<file path="config.mk">
export PLATFORM = sky130hd
export DESIGN_NAME = unfunnel_dat_4_1
export DESIGN_NICKNAME = d
export VERILOG_FILES = /design/src/rtl/unfunnel_pkg.sv /design/src/rtl/unfunnel_dat_4_1_dat_out_reg.sv /design/src/rtl/unfunnel_dat_4_1.sv
export SDC_FILE = /design/constraint.sdc
export NUM_CORES = 2
export LEC_CHECK = 0
export CORE_UTILIZATION = 25
export CTS_CLUSTER_SIZE = 24
export DETAILED_ROUTE_END_ITERATION = 10
export PLACE_DENSITY = 0.57
export SYNTH_ARGS = -nofsm -noshare
export SYNTH_HDL_FRONTEND = slang
export SYNTH_SLANG_ARGS = --single-unit
</file>
<file path="constraint.sdc">
create_clock -name clk -period 2.8 [get_ports clk]
set_input_delay 0.56 -clock clk [delete_from_list [all_inputs] [get_ports clk]]
set_output_delay 0.56 -clock clk [all_outputs]
set_load 0.005 [all_outputs]
</file>
<file path="src/rtl/unfunnel_pkg.sv">
// Shared constants and config decode for the 128->512 beat packer.
package unfunnel_pkg;

  localparam int W_NARROW      = 128;
  localparam int LANES         = 4;
  localparam int CFG_BEATS_LSB = 0;
  localparam int CFG_BEATS_W   = 2;

  typedef enum logic [CFG_BEATS_W-1:0] {
    BEATS_4    = 2'd0,
    BEATS_2    = 2'd1,
    BEATS_1    = 2'd2,
    BEATS_RSVD = 2'd3
  } beats_e;

  // Reserved code 3 falls into the default and packs a full 4-beat word.
  function automatic logic [2:0] beats_from_cfg(input logic [CFG_BEATS_W-1:0] code);
    case (beats_e'(code))
      BEATS_2: beats_from_cfg = 3'd2;
      BEATS_1: beats_from_cfg = 3'd1;
      default: beats_from_cfg = 3'd4;
    endcase
  endfunction

endpackage

</file>
<file path="src/rtl/unfunnel_dat_4_1_dat_out_reg.sv">
// Valid/ready output holding register: loads a word, holds it until the consumer takes it.
module dat_out_reg #(
  parameter int WIDTH = 512
) (
  input  logic             clk,
  input  logic             reset_n,
  input  logic             i_load,
  input  logic [WIDTH-1:0] i_dat,
  input  logic             i_ready,
  output logic [WIDTH-1:0] o_dat,
  output logic             o_valid
);

  logic [WIDTH-1:0] r_dat;
  logic             r_valid;

  // NOTE: sequential state uses non-blocking assignments so every flop sees pre-edge values.
  always_ff @(posedge clk or negedge reset_n) begin
    if (!reset_n) begin
      r_dat   <= '0;
      r_valid <= 1'b0;
    end else if (i_load) begin
      r_dat   <= i_dat;
      r_valid <= 1'b1;
    end else if (i_ready) begin
      r_valid <= 1'b0;
    end
  end

  assign o_dat   = r_dat;
  assign o_valid = r_valid;

endmodule

</file>
<file path="src/rtl/unfunnel_dat_4_1.sv">
// Packs 128-bit narrow beats into 512-bit words, 1/2/4 beats per word chosen per word.
// Optional UNFUNNEL_LAST_EN adds i_0_last to close a word early.
module unfunnel_dat_4_1 #(
  parameter int W     = unfunnel_pkg::W_NARROW,
  parameter int LANES = unfunnel_pkg::LANES
) (
  input  logic               clk,
  input  logic               reset_n,
  input  logic [W-1:0]       i_0_dat,
  input  logic               i_0_valid,
  output logic               i_0_ready,
`ifdef UNFUNNEL_LAST_EN
  input  logic               i_0_last,
`endif
  input  logic [7:0]         t_cfg_dat,
  output logic [W*LANES-1:0] t_0_dat,
  output logic               t_0_valid,
  input  logic               t_0_ready,
  output logic [7:0]         mode
);
  import unfunnel_pkg::*;

  localparam int CW = $clog2(LANES);

  logic [CW-1:0]      r_cnt;
  logic [CW:0]        r_n;
  logic [7:0]         r_mode;
  logic [W*LANES-1:0] r_acc;

  logic               w_first;
  logic [CW:0]        w_n;
  logic               w_last;
  logic               w_accept;
  logic [W*LANES-1:0] w_word;

  // The first beat of a word decodes the live config; later beats use the latched count.
  assign w_first = (r_cnt == '0);
  assign w_n     = w_first
                 ? (CW+1)'(beats_from_cfg(t_cfg_dat[CFG_BEATS_LSB +: CFG_BEATS_W]))
                 : r_n;

`ifdef UNFUNNEL_LAST_EN
  assign w_last = ({1'b0, r_cnt} == w_n - 1'b1) || i_0_last;
`else
  assign w_last = ({1'b0, r_cnt} == w_n - 1'b1);
`endif

  // Only a closing beat can be stalled, and only by an undrained output word.
  assign i_0_ready = !w_last || !t_0_valid || t_0_ready;
  assign w_accept  = i_0_valid && i_0_ready;

  // NOTE: default assignment first keeps this block free of inferred latches.
  always_comb begin
    w_word = w_first ? '0 : r_acc;
    w_word[r_cnt*W +: W] = i_0_dat;
  end

  // NOTE: the accumulator is a plain register (not RAM), so it is cleared on reset like the rest.
  always_ff @(posedge clk or negedge reset_n) begin
    if (!reset_n) begin
      r_cnt  <= '0;
      r_n    <= (CW+1)'(LANES);
      r_mode <= '0;
      r_acc  <= '0;
    end else if (w_accept) begin
      r_acc <= w_word;
      r_cnt <= w_last ? '0 : r_cnt + 1'b1;
      if (w_first) begin
        r_mode <= t_cfg_dat;
        r_n    <= w_n;
      end
    end
  end

  dat_out_reg #(.WIDTH(W*LANES)) u_dat_out_reg (
    .clk     (clk),
    .reset_n (reset_n),
    .i_load  (w_accept && w_last),
    .i_dat   (w_word),
    .i_ready (t_0_ready),
    .o_dat   (t_0_dat),
    .o_valid (t_0_valid)
  );

  assign mode = r_mode;

endmodule

</file>
Word-level counts from Yosys, hierarchy flattened
Index checks and enable logic that the tools add are counted.
{ "op_classes": {"n_addsub": 3, "n_eq_ne": 3, "shift": 2, "n_mux": 7, "reduce_logical": 9} }
{ "op_table": {"columns": ["operator", "count"], "rows": [
  ["bitwise mux 512 bit", 1],
  ["two-way mux 512 bit", 1],
  ["variable shift 128 x 34 -> 512 bit, first input constant", 1],
  ["indexed part select 128 x 34 -> 512 bit", 1],
  ["negation 9 -> 34 bit", 1],
  ["one-hot mux 3 bit (2 select lines)", 1],
  ["== test 2 x 3 -> 1 bit", 1],
  ["two-way mux 3 bit", 1],
  ["subtractor 3 x 1 -> 3 bit, second input constant", 1],
  ["adder 2 x 1 -> 2 bit, second input constant", 1],
  ["== test 2 x 1 -> 1 bit, second input constant", 1],
  ["== test 2 bit, second input constant", 1],
  ["logical AND 1 bit", 2],
  ["logical NOT 1 bit", 2],
  ["logical NOT 2 bit", 1],
  ["logical OR 1 bit", 2],
  ["two-way mux 1 bit", 2],
  ["two-way mux 2 bit", 1],
  ["AND reduction 2 bit", 1],
  ["nonzero test 2 bit", 1]
]} }
{ "word_totals": {"ff_bits": 1038, "input_bits": 140, "output_inout_bits": 522, "wordCells": 30} }

Longest topological paths before layout
{ "depth": {"depth_word": 11, "ltp_mapped": 12, "mapped_depth_nobuf": 8} }

Modules after synthesis
Synthesis repeated with hierarchy kept, for this count alone.
{ "hier_totals": {"hier_cells": 3112, "hier_area_um2": 44507.7} }
{ "modules_own_cells": {"columns": ["module", "n_inst", "cells_each", "area_per_inst_um2", "seq_area_each_um2"], "rows": [
  ["unfunnel_dat_4_1", 1, 2028, 25276.7, 13138.9],
  ["dat_out_reg", 1, 1084, 19230.9, 12837.3]
]} }

Worst setup path after synthesis
Ideal clock, no wire load.
{ "synth_timing": {"path_kind": "register to register", "startpoint": "register r_cnt[0]", "endpoint": "register r_acc[498]", "setup_time_ps": 121, "arrival_time_ps": 2728, "required_ps": 2679, "slack_ps": -49, "path_stages_with_launch": 11, "n_path_buf": 2, "synth_period_minus_slack_ps": 2849, "path_cell_list": "dfrtp_1 -> inv_1 -> ha_1 -> mux2i_1 -> ha_1 -> xor2_1 -> nand4b_4 -> and3_4 -> buf_6 -> buf_4 -> a22o_1"} }
{ "synth_between": {"elab_chain_len": 8, "word_cells_on_any_way": 13, "cone_classes": "2 x add/sub; 1 x eq/ne; 2 x shift; 3 x mux; 5 x reduce/logical"} }
{ "synth_rtl": {"columns": ["item", "line_no", "source"], "rows": [
  ["start, declared", "unfunnel_dat_4_1.sv:25", "logic [CW-1:0] r_cnt;"],
  ["start signal, assigned", "unfunnel_dat_4_1.sv:67", "r_cnt <= w_last ? '0 : r_cnt + 1'b1;"],
  ["logical NOT 2 bit", "unfunnel_dat_4_1.sv:37", "assign w_first = (r_cnt == '0);"],
  ["two-way mux 3 bit", "unfunnel_dat_4_1.sv:39", "? (CW+1)'(beats_from_cfg(t_cfg_dat[CFG_BEATS_LSB +: CFG_BEATS_W]))"],
  ["subtractor 3 x 1 -> 3 bit", "unfunnel_dat_4_1.sv:45", "assign w_last = ({1'b0, r_cnt} == w_n - 1'b1);"],
  ["== test 2 x 3 -> 1 bit (*)", "unfunnel_dat_4_1.sv:45", null],
  ["logical NOT 1 bit (*)", "unfunnel_dat_4_1.sv:49", "assign i_0_ready = !w_last || !t_0_valid || t_0_ready;"],
  ["logical OR 1 bit (*) (2 in a row)", "unfunnel_dat_4_1.sv:49", null],
  ["named net i_0_ready", "unfunnel_dat_4_1.sv:11", "output logic i_0_ready,"],
  ["logical AND 1 bit (*)", "unfunnel_dat_4_1.sv:50", "assign w_accept = i_0_valid && i_0_ready;"],
  ["end signal, assigned", "unfunnel_dat_4_1.sv:66", "r_acc <= w_word;"],
  ["end, declared", "unfunnel_dat_4_1.sv:28", "logic [W*LANES-1:0] r_acc;"]
]} }
Mark *: on every way through the listed nets, which the timed path passes. The rest lies on a longest branch.
A chain may end at the register's enable or synchronous reset.

Final worst setup path
{ "layout_timing": {"startpoint": "register r_cnt[1]", "endpoint": "output i_0_ready"} }
{ "layout_between": {"elab_chain_len": 7} }
{ "layout_rtl": {"columns": ["item", "line_no"], "rows": [
  ["logical NOT 2 bit", "unfunnel_dat_4_1.sv:37"],
  ["two-way mux 3 bit", "unfunnel_dat_4_1.sv:39"],
  ["subtractor 3 x 1 -> 3 bit", "unfunnel_dat_4_1.sv:45"],
  ["== test 2 x 3 -> 1 bit (*)", "unfunnel_dat_4_1.sv:45"],
  ["logical NOT 1 bit (*)", "unfunnel_dat_4_1.sv:49"],
  ["logical OR 1 bit (*) (2 in a row)", "unfunnel_dat_4_1.sv:49"],
  ["end, declared", "unfunnel_dat_4_1.sv:11"]
]} }
Mark *: on every way between the ends. The rest lies on a longest branch, timed or not.

==> impl_summary.md <==
Layout
The net count of the finished layout is 4380. The ratio of cells with drive above 1 in the final layout is 0.1481. The final core utilization is 0.3467.

The top cell types in the final layout, fill and taps aside, are dfrtp_1, clkdlybuf4s50_1, a22o_1. Compared with the post-synthesis result, the final layout area differs by 37.70%. The layout has 16457 filler cells. The library cell used most frequently in the layout, excluding fill and tap cells, is dfrtp_1.

Global route
The via count of the first global-routing pass is 32420. The first-pass GRT wire length is 229800 um. The global router's overall resource usage is 0.1809. The total congestion overflow after global routing is 0.

The initial antenna violation count was 20. The met2 capacity usage during global routing is 0.2650. Entering global routing, the biggest net connects 102 pins. After global routing, the most crowded layer is met2. In the global route stage, met3 resource usage came out at 0.05489.

The routing usage on met1 is 0.2568.

Pwr
The maximum vdd drop is 0.8876 mV. The share of total power dissipated in sequential elements is 0.355. The logic gate share of total power is 0.425. The switching fraction of total power is 0.3722. Of the total power, the clock network draws 0.220.

The analysis attributes to net switching a power of 26.21 mW. Power spread over the standard cell area amounts to 1216 nW/um2. The total leakage power is 25.29 nW.

The internal portion of the total power is 44.21 mW.

CTS
Clock-pin slew was measured on the worst setup and hold paths at 0.06 ns. Buffers inserted during clock tree synthesis total 114. The H-tree generated during clock tree synthesis spans 3 levels. The number of buffers on the longest clock path is 3. TritonCTS built the clock tree.

At the later pin of the worst-skew pair, clock insertion delay measures 0.72 ns. The number of sinks handled by clock tree synthesis is 1038. The clock root buffer is clkbuf_16.

Logic synthesis
The number of nets in the synthesized netlist is 3757. The share of the Yosys chip area taken by registers is 0.6177. The number of library cell types mapped by synthesis is 32. The synthesized area is 42050 um2.

The number of instances in the synthesized netlist is 3610. The number of synthesized register bits is 1038. The dominant synthesized flop cell is dfrtp_1. For this run, asynchronously set or reset flops after synthesis account for 1.000. The average cell area after synthesis is 11.65 um2. The total of warnings raised by yosys is 0. The number of flops mapped to enable cells by yosys is 0.

Route
The number of vias per cell after detailed routing is 5.146. After detailed routing, the average wire length per cell comes to 26.31 um. The detailed router finished its first iteration with 3631 violations.

In this run the remaining antenna-violating nets after routing total 0. The final layout contains routed wiring with a total length of 171800 um. In the routed design, unresolved DRC markers number 0. The via count is 33597.

The number of detailed-route iterations in the first pass is 5.

Setup path
The worst register-to-register path has a setup slack of -0.12 ns. Traced cell by cell, the critical path runs through inv_2 -> ha_4 -> mux2i_2 -> ha_1 -> xor2_2 -> nand4b_4 -> buf_6. The number of buffers and inverters on the critical path is 2. In this design, the stage delay of the slowest critical-path cell is 0.39 ns. Broken down by cell family, the worst path's largest delay share belongs to adder cells. The cell with the largest stage delay on the worst path is dfrtp_1. The arrival time at the worst endpoint is 2.37 ns. The critical path launch point type is a flip-flop. Along the worst path, the maximum fanout reaches 3. The class of the most critical setup path is reg2out.

The endpoint type of the worst setup path is an output port. The critical path required time is 2.24 ns.

Floorplanning
The initial standard-cell utilization of the core is 0.2518. The area of the core is 167000 um2. 662 I/O pins were placed. The die outline width is 412.1 um. The row count is 150. The die is 412.1 um tall. The floorplan die area is 169900 um2.

STA
For the finished layout, the period the worst path requires is 2.933 ns. The worst-case setup margin in the final layout is -0.1330 ns. The final hold violation count is 0.

The highest achievable clock rate is 340.9 MHz. Across the routed clock network, the largest skew measured is 0.01966 ns. After routing, the total negative slack on setup checks comes to -9.635 ns. The transition at the pin with the smallest max-transition slack is 0.8327 ns.

The max-slew violation count is 0. The relative max-transition margin is 0.4431. Setup violations remaining at the end of the flow were counted as 233. In the finished design, the share of the clock period the worst path needs comes to 1.047. Setup repair after global routing could not meet its margin everywhere.

Worst hold path
The min-delay analysis places its worst path in the category in2async.

Placement
Port buffering added 661 buffers. The estimated wirelength of the detail-placed design is 106500 um. At the end of routability-driven placement, the weighted congestion stood at 0.8210.

Outcome
The flow ran to the end, but the final reports show violations. The final reports fail on negative setup slack.

Run
Across the run, the number of max-cap violations was 0.
[final cells by class]
type | instances | area (um2) | area share
well taps | 2204 | 2758 | 0.04762
multi-input cells | 1972 | 13690 | 0.2365
inverters | 134 | 508.0 | 0.008772
repair buffers | 973 | 11130 | 0.1923
diodes | 3 | 7.507 | 0.0001296
clock inverters | 51 | 566.8 | 0.009788
flip-flops and latches | 1038 | 25980 | 0.4486
clock buffers | 154 | 3264 | 0.05637
[stage by stage]
stage	cells	setup slack, ns	hold slack (ns)	power (mW)	cell area [um2]
6_report	6529	-0.1330	0.4309	70.42	57910
2_1_floorplan	3610	0.04967	0.2644	35.67	42060
3_3_place_gp	6239	-0.5540	0.4618	51.36	51720
4_1_cts	6448	-0.1837	0.3556	67.62	55600
3_5_place_dp	6239	-0.5314	0.4692	51.66	51720
5_1_grt	6526	-0.2674	0.4019	74.12	57900
[flip-flops by register name, summed over array words and instances, names as in the netlist]
signal and cells:
r_n 3, u_dat_out_reg.o_dat 512, u_dat_out_reg.o_valid 1, mode 8
r_acc 512, r_cnt 2
[cell families (layout without fill, tap and decap cells)]
logic type	Yosys count	in the layout	synth area share
xor+xnor	3	3	0.0009821
flops	1038	1038	0.6177
buf+inv	602	1312	0.06989
fa+ha+maj	7	7	0.002083
mux	15	15	0.004225
compound gates	1538	1538	0.2666
simple gates	407	409	0.03856
other cells	0	3	0
[worst paths after layout]
kind,end,startpoint,cells after the start
worst max-delay path,i_0_ready,r_cnt[1]$_DFFE_PN0N_,7
worst min-delay path,u_dat_out_reg.o_dat[503]$_DFFE_PN0P_,reset_n,2
min in group clk,mode[6]$_DFFE_PN0P_,t_cfg_dat[6],2
worst min register to register,u_dat_out_reg.o_dat[434]$_DFFE_PN0P_,u_dat_out_reg.o_dat[434]$_DFFE_PN0P_,2
worst max register to register,r_acc[447]$_DFFE_PN0N_,r_cnt[1]$_DFFE_PN0N_,13
max in group asynchronous,u_dat_out_reg.o_dat[81]$_DFFE_PN0P_,reset_n,4
[power by group through the flow]
stage / clock [mW] / combinational, mW / sequential (mW)
after global routing: 16.4 / 32.2 / 25.5
after global placement: 0 / 26.4 / 24.9
after CTS: 15.8 / 27.0 / 24.8
after floorplan: 0 / 11.9 / 23.8
after detailed placement: 0 / 26.8 / 24.9
final: 15.5 / 29.9 / 25.0
[Yosys cell counts, types with 44 or more instances]
cell type,n,area share
dfrtp_1,1037,0.62
a22o_1,513,0.11
nand2_1,389,0.035
a22oi_1,384,0.069
o21ai_0,384,0.046
buf_2,210,0.025
clkbuf_1,155,0.014
inv_1,134,0.012
a21oi_1,118,0.014
a221oi_1,111,0.023
buf_6,52,0.014
buf_1,44,0.0039
[per-layer routing]
| metal | part of all wire | vias up |
|---|---|---|
| met3 | 0.092 | 209 |
| li1 | - | 14472 |
| met1 | 0.45 | 17331 |
| met4 | 0.021 | 26 |
| met5 | 0.0010 | - |
| met2 | 0.43 | 1559 |
[timing repair]
item,in CTS,in global routing
hold buffers,1,0
setup endpoints to repair,1,154
hold endpoints to repair,22,0
setup buffers,3,26
cloned,0,53
resized for setup,11,199
pin swaps,3,135
No activity file was read; power rests on OpenSTA's default activity.
